File: src/rtl/fsm_pattern_tx.sv
// Serial pattern transmitter: loads a parallel word and shifts it out
// MSB-first, with repeat count, abort and optional inter-frame gap.
module fsm_pattern_tx #(
  parameter int WIDTH      = 8,
  parameter int LEN_W      = 4,
  parameter int RPT_W      = 4,
  parameter int GAP_CYCLES = 0
) (
  input  logic             clk,
  input  logic             reset,
  input  logic             load_valid,
  output logic             load_ready,
  input  logic [WIDTH-1:0] load_data,
  input  logic [LEN_W-1:0] load_len,
  input  logic [RPT_W-1:0] load_repeat,
  input  logic             abort,
  output logic             out,
  output logic             out_valid,
  output logic             busy,
  output logic             done
);

  localparam int IW = $clog2(WIDTH);
  localparam int GW = (GAP_CYCLES > 1) ? $clog2(GAP_CYCLES) : 1;

  localparam logic [1:0] S_IDLE  = 2'd0;
  localparam logic [1:0] S_SHIFT = 2'd1;
  localparam logic [1:0] S_GAP   = 2'd2;

  localparam logic [LEN_W-1:0] LEN_MAX = LEN_W'(WIDTH);
  localparam logic [LEN_W-1:0] LEN_ONE = LEN_W'(1);
  localparam logic [IW-1:0]    IDX_ONE = IW'(1);
  localparam logic [RPT_W-1:0] RPT_ONE = RPT_W'(1);
  localparam logic [GW-1:0]    GAP_ONE = GW'(1);
  localparam logic [GW-1:0]    GAP_LAST =
    GW'((GAP_CYCLES > 0) ? GAP_CYCLES - 1 : 0);

  logic [1:0]       state;
  logic [WIDTH-1:0] data;
  logic [IW-1:0]    top_idx;
  logic [IW-1:0]    idx;
  logic [RPT_W-1:0] rpt;
  logic [GW-1:0]    gap_cnt;

  logic             accept;
  logic [LEN_W-1:0] len_c;
  logic [IW-1:0]    first_idx;
  logic [IW-1:0]    dec_idx;
  logic             last_bit;

  // abort outranks a simultaneous load request
  assign accept = (state == S_IDLE) && load_valid && !abort;

  always_comb begin
    len_c = load_len;
    if (load_len > LEN_MAX) begin
      len_c = LEN_MAX;
    end
  end

  assign first_idx = IW'(len_c - LEN_ONE);
  assign dec_idx   = idx - IDX_ONE;
  assign last_bit  = (idx == '0) && (rpt == '0);

  always_ff @(posedge clk or negedge reset) begin
    if (!reset) begin
      state      <= S_IDLE;
      data       <= '0;
      top_idx    <= '0;
      idx        <= '0;
      rpt        <= '0;
      gap_cnt    <= '0;
      out        <= 1'b0;
      out_valid  <= 1'b0;
      busy       <= 1'b0;
      done       <= 1'b0;
      load_ready <= 1'b1;
    end else begin
      done <= 1'b0;
      unique case (state)
        S_IDLE: begin
          if (accept) begin
            data <= load_data;
            rpt  <= load_repeat;
            if (load_len == '0) begin
              done <= 1'b1;
            end else begin
              top_idx    <= first_idx;
              idx        <= first_idx;
              out        <= load_data[first_idx];
              out_valid  <= 1'b1;
              busy       <= 1'b1;
              load_ready <= 1'b0;
              state      <= S_SHIFT;
            end
          end
        end
        S_SHIFT: begin
          if (abort) begin
            state      <= S_IDLE;
            out        <= 1'b0;
            out_valid  <= 1'b0;
            busy       <= 1'b0;
            load_ready <= 1'b1;
          end else if (last_bit) begin
            out       <= 1'b0;
            out_valid <= 1'b0;
            if (GAP_CYCLES == 0) begin
              state      <= S_IDLE;
              busy       <= 1'b0;
              load_ready <= 1'b1;
              done       <= 1'b1;
            end else begin
              state   <= S_GAP;
              gap_cnt <= GAP_LAST;
            end
          end else if (idx == '0) begin
            // next repetition starts on the very next cycle
            idx <= top_idx;
            rpt <= rpt - RPT_ONE;
            out <= data[top_idx];
          end else begin
            idx <= dec_idx;
            out <= data[dec_idx];
          end
        end
        S_GAP: begin
          if (abort) begin
            state      <= S_IDLE;
            busy       <= 1'b0;
            load_ready <= 1'b1;
          end else if (gap_cnt == '0) begin
            state      <= S_IDLE;
            busy       <= 1'b0;
            load_ready <= 1'b1;
            done       <= 1'b1;
          end else begin
            gap_cnt <= gap_cnt - GAP_ONE;
          end
        end
        default: begin
          state      <= S_IDLE;
          out        <= 1'b0;
          out_valid  <= 1'b0;
          busy       <= 1'b0;
          load_ready <= 1'b1;
        end
      endcase
    end
  end

endmodule

File: config.mk
export PLATFORM = sky130hd
export DESIGN_NAME = fsm_pattern_tx
export DESIGN_NICKNAME = d
export VERILOG_FILES = /design/src/rtl/fsm_pattern_tx.sv
export SDC_FILE = /design/constraint.sdc
export NUM_CORES = 1
export LEC_CHECK = 0
export CAP_MARGIN = 20
export CORE_MARGIN = 3
export CORE_UTILIZATION = 51
export DETAILED_ROUTE_END_ITERATION = 10
export GPL_TIMING_DRIVEN = 0
export PLACE_DENSITY = 0.76
export SYNTH_ARGS = -nofsm -noshare
export SYNTH_HDL_FRONTEND = slang
export SYNTH_SLANG_ARGS = --single-unit
File: constraint.sdc
create_clock -name clk -period 2.7 [get_ports clk]
set_input_delay 0.675 -clock clk [delete_from_list [all_inputs] [get_ports clk]]
set_output_delay 0.675 -clock clk [all_outputs]
set_load 0.03 [all_outputs]
# [After elaboration in Yosys (flattened, before gate mapping)]
# Cells that the tools add are included.
[word_totals] input_bits=20 output_inout_bits=5 word_cells=102 register_bits=26
[op_classes] n_reduce_logical=17 magnitude_cmp=4 n_addsub=4 bitwise_logic=3 n_eq_ne=9 muxes=54
[op_table] cell="$mux W1" n=27
[op_table] cell="$mux W3" n=6
[op_table] cell="$mux W4" n=4
[op_table] cell="$pmux W1 S3" n=5
[op_table] cell="$lt A3 B4 Y1 const B" n=3
[op_table] cell="$mux W2" n=6
[op_table] cell="$ne A2 B2 Y1 const B" n=5
[op_table] cell="$reduce_and A5 Y1" n=2
[op_table] cell="$bmux W1 S3" n=3
[op_table] cell="$logic_not A4 Y1" n=2
[op_table] cell="$pmux W4 S2" n=1
[op_table] cell="$reduce_and A4 Y1" n=2
[op_table] cell="$ne A3 B3 Y1 const B" n=2
[op_table] cell="$pmux W2 S3" n=1
[op_table] cell="$pmux W3 S2" n=1
[op_table] cell="$reduce_and A3 Y1" n=2
[op_table] cell="$sub A3 B1 Y3 const B" n=2
[op_table] cell="$gt A4 B4 Y1 const B" n=1
[op_table] cell="$reduce_and A2 Y1" n=2
[op_table] cell="$sub A4 B1 Y4 const B" n=1
[op_table] cell="$logic_and A1 B1 Y1" n=3
[op_table] cell="$logic_not A3 Y1" n=1
[op_table] cell="$not A1 Y1" n=3
[op_table] cell="$eq A2 B1 Y1 const B" n=1
[op_table] cell="5 further kinds" n=5

# [Longest topological paths before layout]
# Gate-level depths: netlist of run 1.
[logic_depth] ltp_word=8 ltp_mapped=9 mapped_depth_nobuf=8

# [Worst setup path before layout of run 1]
# OpenSTA, ideal clock, no wires.
[synth_timing] path_kind="register to register" startpoint="reg idx[0]" endpoint="reg idx[0]" arrival_ns=1.894 path_slack_ns=0.679 stages_incl_launch_ff=9 setup_ns=0.127 required_time_ns=2.573 period_less_slack_ns=2.021 n_path_buf=1 cell_sequence="dfrtp_1 -> inv_1 -> ha_1 -> ha_1 -> buf_6 -> nor4bb_4 -> or3_4 -> nand2_2 -> mux2_1"
[synth_via] elab_chain_cells=5 word_cells_on_any_way=9 cone_classes="add/sub: 1; eq/ne: 1; mux: 4; reduce/logical: 3"
[synth_rtl] item="from (decl)" line="41" rtl="logic [IW-1:0] idx;"
[synth_rtl] item="from (signal assigned)" line="89" rtl="idx <= first_idx;"
[synth_rtl] item="from (signal assigned)" line="119" rtl="idx <= top_idx;"
[synth_rtl] item="from (signal assigned)" line="123" rtl="idx <= dec_idx;"
[synth_rtl] item="$sub A3 B1 Y3 or $logic_not A3 Y1 (tied branches)" line="62, 63, 117"
[synth_rtl] item="$mux W3" line="117" rtl="end else if (idx == '0) begin"
[synth_rtl] item="$mux W3" line="105" rtl="end else if (last_bit) begin"
[synth_rtl] item="$mux W3" line="99" rtl="if (abort) begin"
[synth_rtl] item="$pmux W3 S2" line="80" rtl="unique case (state)"
# Several ways; a longest one is shown, not always the timed one. The select of a mux whose other input is x is not followed.
# A chain may end at the register's enable or synchronous reset.

# [Worst setup path after layout of run 1]
[layout_timing] startpoint="in load_len[0]" endpoint="reg out"
[layout_via] elab_chain_cells=8 word_cells_on_any_way=11 cone_classes="add/sub: 1; order compare: 1; eq/ne: 1; mux: 6; reduce/logical: 2"
[layout_rtl] item="from (decl)" line="14" rtl="input logic [LEN_W-1:0] load_len,"
[layout_rtl] item="$gt A4 B4 Y1" line="56" rtl="if (load_len > LEN_MAX) begin"
[layout_rtl] item="$mux W3 *" line="56"
[layout_rtl] item="$sub A3 B1 Y3 *" line="61" rtl="assign first_idx = IW'(len_c - LEN_ONE);"
[layout_rtl] item="net first_idx[0]" line="47" rtl="logic [IW-1:0] first_idx;"
[layout_rtl] item="$bmux W1 S3 *" line="90" rtl="out <= load_data[first_idx];"
[layout_rtl] item="$mux W1 (not written as such) *" line="90"
[layout_rtl] item="$mux W1 *" line="85" rtl="if (load_len == '0) begin"
[layout_rtl] item="$mux W1 *" line="82" rtl="if (accept) begin"
[layout_rtl] item="$pmux W1 S3 *" line="80"
[layout_rtl] item="to (signal assigned)" line="90"
[layout_rtl] item="to (signal assigned)" line="121" rtl="out <= data[top_idx];"
[layout_rtl] item="to (signal assigned)" line="124" rtl="out <= data[dec_idx];"
[layout_rtl] item="to (decl)" line="17" rtl="output logic out,"
# The timed path passes the listed nets; every way through them passes the cells marked *. The select of a mux whose other input is x is not followed.

==> reports/results.txt, run 1 <==
reg2reg start - idx[0]
Rel. slew slack - 64.3%
nature of the critical path endpoint - flop
met2 wire len - 1370 µm
flops & latches, synth - 22
fin crit period - 2.47 ns
Leak Pwr - 0.742 nW
Avg Cell Area, Syn - 9.61 µm²
hold-fix buffers at CTS - 0
1st-pass router iterations - 4
worst setup margin - 0.228 ns
Primary FF master, synth - dfrtp_1
IO Pins - 25
grt total ovfl - 0
clock share of power - 13.5%
clock root cell - clkbuf_4
CTS-repair resized insts - 0
pre-CTS setup slack - -0.100 ns
Final Hold Viols - 0
post-synth cell types - 42
Sink Count - 22
nets - 195
Crit Path Max Fanout - 4
H-tree levels - 1
Worst-Skew Late Latency - 0.31 ns
Worst-Margin Slew - 0.535 ns
CP startpoint - load_len[0]
Synth warnings - 0
Hold Startpoint - load_ready
height of the die - 57.4 µm
commonest cells after routing, fill and taps aside - 34 x nand2_1, 24 x clkdlybuf4s50_1, 21 x dfrtp_1
Routed Antenna Nets - 0
Met3 Routed Length - 126 µm
drc violations - 0
Switch Pwr - 0.000455 W
Buffers on Ports - 24
Starting Density - 57.0%
Net Sw Frac - 37.8%
share of power burned in registers - 42.4%
Design Area, Final - 1670 µm²
RSZ-0062 raised after global routing - no
DRT iter0 DRCs - 29
Post-synth EDFFs - 0
gpl congestion - 0.822
P_int - 0.000748 W
max layer used - met4
Die Wd - 57.4 µm
total number of vias - 1,102
vias per std cell - 5.59
Required @ worst endpoint - 2.90 ns
clock slew seen by the registers of the worst setup and hold paths - 0.12 ns
Core Util, Final - 70.9%
fin crit share - 91.6%
Comb pwr share - 44.2%
clock skew after layout - 0.00244 ns
min-delay worst type - reg2reg
syn_nets - 165
overall global routing resource usage - 20.1%
CTS tree - built
commonest non-fill, non-tap cell in the layout - nand2_1
Syn-to-layout area delta - 24.5%
die area - 3290 µm²
total power - 0.00120 W
pin count of the biggest net entering global routing - 23
postcts setup bufs - 0
antenna violations before repair - 0
fin. max-slew vios - 0
first-pass GRT wire length - 5080 µm
met1 WL - 1410 µm
number of buffers created by CTS - 3
Row Count - 17
max cap viols - 0
Setup Crit Path Kind - in2reg
detailed placer's ending HPWL - 2350 µm
Total Wirelength - 2950 µm
Final Setup Violations - 0
Cell Pwr Density - 718 nW/µm²
Worst Setup Start Kind - input pin
number of global-route vias before repair - 1,072
Core Region - 2360 µm²
Cell Area, Synth - 1350 µm²
Post-DP Area - 1620 µm²
status - completed
maximum VDD drop - 0.000504 V
critical path arrival - 2.67 ns
sequential share of the synthesized area - 41.0%
number of diodes - 0
Avg WL per Cell - 15.0 µm
FMAX - 405 MHz
layout cells sized above 1 - 13.0%
Async SR Flop Fraction - 100%
Post-Syn Instances - 140
Clock Path Buffers - 2
critical path: stages:
cell and delay [ns]:
clkdlybuf4s50_1 0.49, nor2b_2 0.29, inv_1 0.13, ha_1 0.42, mux4_2 0.34, a32oi_1 0.22, a31oi_1 0.11
power groups by stage:
stage	clock network, W	logic, W	registers [W]
3_3_place_gp	0	0.000506	0.000511
6_report	0.000162	0.000531	0.000510
5_1_grt	0.000183	0.000587	0.000527
4_1_cts	0.000166	0.000527	0.000509
2_1_floorplan	0	0.000357	0.000521
3_5_place_dp	0	0.000526	0.000517
cell families (layout without fill, tap and decap cells):
| group | Yosys count | count (layout) | synth area share, % |
|---|---|---|---|
| AND/OR/NAND/NOR | 62 | 62 | 24.7 |
| AO/OA/AOI/OAI | 25 | 25 | 11.6 |
| flip-flops | 22 | 22 | 41.0 |
| buffers and inverters | 13 | 42 | 4.56 |
| multiplexers | 12 | 12 | 12.8 |
| adder cells (fa/ha/maj) | 5 | 5 | 4.65 |
| XOR/XNOR | 1 | 1 | 0.651 |
state kept, by name, indices dropped and copies added, names as in the netlist:
register,flops
idx,3
out_valid,1
load_ready,1
done,1
out,1
data,8
rpt,4
top_idx,3
routing by layer:
| layer | vias up | track usage [%] |
|---|---|---|
| met5 | - | 0 |
| met2 | 29 | 30.5 |
| li1 | 552 | - |
| met4 | 0 | 8.94 |
| met3 | 5 | 2.04 |
| met1 | 516 | 29.1 |
final cells by class:
| class | count | area, µm² |
|---|---|---|
| multi-input combinational | 105 | 732 |
| fill | 183 | 687 |
| sequential | 22 | 552 |
| timing repair buffer | 25 | 268 |
| buffer | 6 | 35.0 |
| tap | 28 | 35.0 |
| clock buffer | 4 | 26.3 |
| inverter | 7 | 26.3 |
final timing paths:
path | endpoint | slack, ns | cells after the start
setup / recovery | out | 0.23 | 7
hold / removal | load_ready | 0.46 | 2
setup reg to reg | out | 0.51 | 9
hold reg to reg | load_ready | 0.46 | 2
max in group asynchronous | load_ready | 1.72 | 2
min in group asynchronous | rpt[3] | 0.55 | 1
Yosys cell counts, drive strengths merged (3+ instances only):
cell type | instances | area, µm²
mux4 | 4 | 90.1
ha | 5 | 62.6
dfrtp | 21 | 526
inv | 7 | 26.3
nor2 | 5 | 18.8
buf | 4 | 27.5
a21oi | 7 | 35.0
o22ai | 3 | 18.8
nand2 | 36 | 140
nor3 | 3 | 15.0
mux2i | 6 | 60.1
o21ai | 10 | 50.1
through the flow:
stage | setup TNS, ns | cells | hold slack, ns
2_1_floorplan | 0 | 140 | 0.379
3_3_place_gp | -0.0395 | 192 | 0.440
3_5_place_dp | -0.100 | 192 | 0.446
4_1_cts | 0 | 196 | 0.464
5_1_grt | 0 | 197 | 0.478
6_report | 0 | 197 | 0.462
(Power assumes the default switching activity.)
==> run 2, diff against run 1 <==
- CAP_MARGIN: 20 -> unset
==> run 2 against run 1 <==
Effect of this change: sequential share of layout area grew 0.55 points; power shrank 0.46%; largest power group unchanged; register-to-register slack is essentially flat; worst setup slack gained 0.021 ns; combinational power shrank 0.9%; final cell count shrank 0.51%; utilization shrank 1.2 points; non-clock buffer count shrank 1; first-iteration DRC count grew 6.9%; critical path type unchanged; worst hold slack lost 0.0013 ns; count of clock-buffer cells in the layout is the same; sequential power is essentially flat.
==> reports/results.txt, run 2 (synthesized netlist as in run 1, its figures left out) <==
status - completed
Post-Layout Cell Count - 196
RSZ-0062 raised after global routing - no
CTS tree - built
Routed Antenna Nets - 0
Cell Pwr Density - 727 nW/µm²
number of diodes - 0
Buffers on Ports - 24
hold-fix buffers at CTS - 0
commonest cells after routing, fill and taps aside - 34 x nand2_1, 24 x clkdlybuf4s50_1, 21 x dfrtp_1
nets - 194
Worst-Skew Late Latency - 0.31 ns
grt total ovfl - 0
Total Wirelength - 2900 µm
nature of the critical path endpoint - flop
Core Region - 2360 µm²
IO Pins - 25
pin count of the biggest net entering global routing - 23
Post-Place Cells - 192
FMAX - 408 MHz
fin crit period - 2.45 ns
antenna violations before repair - 0
multi-input logic area - 732 µm²
H-tree levels - 1
Leak Pwr - 0.729 nW
gpl congestion - 0.822
maximum VDD drop - 0.000507 V
min-delay worst type - reg2reg
critical path arrival - 2.66 ns
Worst Setup Start Kind - input pin
die area - 3290 µm²
Register Area - 552 µm²
DRT iter0 DRCs - 31
Required @ worst endpoint - 2.90 ns
overall global routing resource usage - 20.1%
clock skew after layout - 0.00109 ns
height of the die - 57.4 µm
max cap viols - 0
Worst-Margin Slew - 0.980 ns
1st-pass router iterations - 4
Avg WL per Cell - 14.8 µm
layout cells sized above 1 - 12.5%
Crit Path Max Fanout - 4
Largest regs - data x8, rpt x4
Final Setup Violations - 0
Rel. slew slack - 34.5%
fin crit share - 90.8%
Sink Count - 22
total number of vias - 1,101
drc violations - 0
clock slew seen by the registers of the worst setup and hold paths - 0.12 ns
detailed placer's ending HPWL - 2350 µm
Starting Density - 57.0%
Clock Path Buffers - 2
CTS-repair resized insts - 0
first-pass GRT wire length - 5080 µm
Core Util, Final - 69.7%
fin. max-slew vios - 0
Syn-to-layout area delta - 22.4%
clock root cell - clkbuf_4
fillers - 189
Setup Crit Path Kind - in2reg
Row Count - 17
commonest non-fill, non-tap cell in the layout - nand2_1
Die Wd - 57.4 µm
Reg with most FFs - data
number of buffers created by CTS - 3
postcts setup bufs - 0
max reg flops - 8
number of global-route vias before repair - 1,072
Final Hold Viols - 0
vias per std cell - 5.62
-- run 2: cell count changes in the layout (fill, tap and decap cells not counted), sizes merged --
cell | previous run | this run
buf | 5 | 4
-- run 2: worst paths after layout --
path	start	end	slack (ns)	depth (start not counted)
min reg2reg	load_ready	load_ready	0.46	2
max	load_len[0]	out	0.25	7
max reg2reg	idx[0]	out	0.51	9
max in group asynchronous	reset	data[2]	1.23	1
min in group asynchronous	reset	rpt[3]	0.88	1
min	load_ready	load_ready	0.46	2
-- run 2: layer usage --
| metal | up-vias | part of all wire [%] | global-route usage [%] |
|---|---|---|---|
| li1 | 550 | - | - |
| met1 | 511 | 47 | 29.1 |
| met2 | 35 | 46 | 30.5 |
| met3 | 5 | 5.2 | 2.04 |
| met4 | 0 | 1.8 | 8.94 |
| met5 | - | 0 | 0 |
-- run 2: power breakdown --
| part | internal [W] | switching [W] |
|---|---|---|
| combinational | 0.000262 | 0.000264 |
| sequential | 0.000424 | 0.0000853 |
| clock | 0.0000578 | 0.000104 |
| total | 0.000744 | 0.000453 |
-- run 2: cell type report --
class / count / area share, %
plain buffers: 6 / 2.13
clock buffers: 4 / 1.60
inverters: 7 / 1.60
multi-input cells: 105 / 44.5
flip-flops and latches: 22 / 33.5
well taps: 28 / 2.13
repair buffers: 24 / 14.6
-- run 2: critical path, stage by stage --
cell and delay [ns]:
clkdlybuf4s50_1 0.49, nor2b_2 0.28, inv_1 0.12, ha_1 0.41
mux4_2 0.34, a32oi_1 0.22, a31oi_1 0.11
-- run 2: metrics by stage --
stage          TNS [ns]  setup WS (ns)  hold WS, ns  instance area [µm²]  total power [W]
2_1_floorplan         0          0.679        0.379                 1350         0.000878
3_3_place_gp    -0.0395        -0.0395        0.440                 1620          0.00102
3_5_place_dp     -0.100         -0.100        0.446                 1620          0.00104
4_1_cts               0          0.240        0.464                 1650          0.00120
5_1_grt               0          0.140        0.478                 1650          0.00129
6_report              0          0.249        0.460                 1650          0.00120
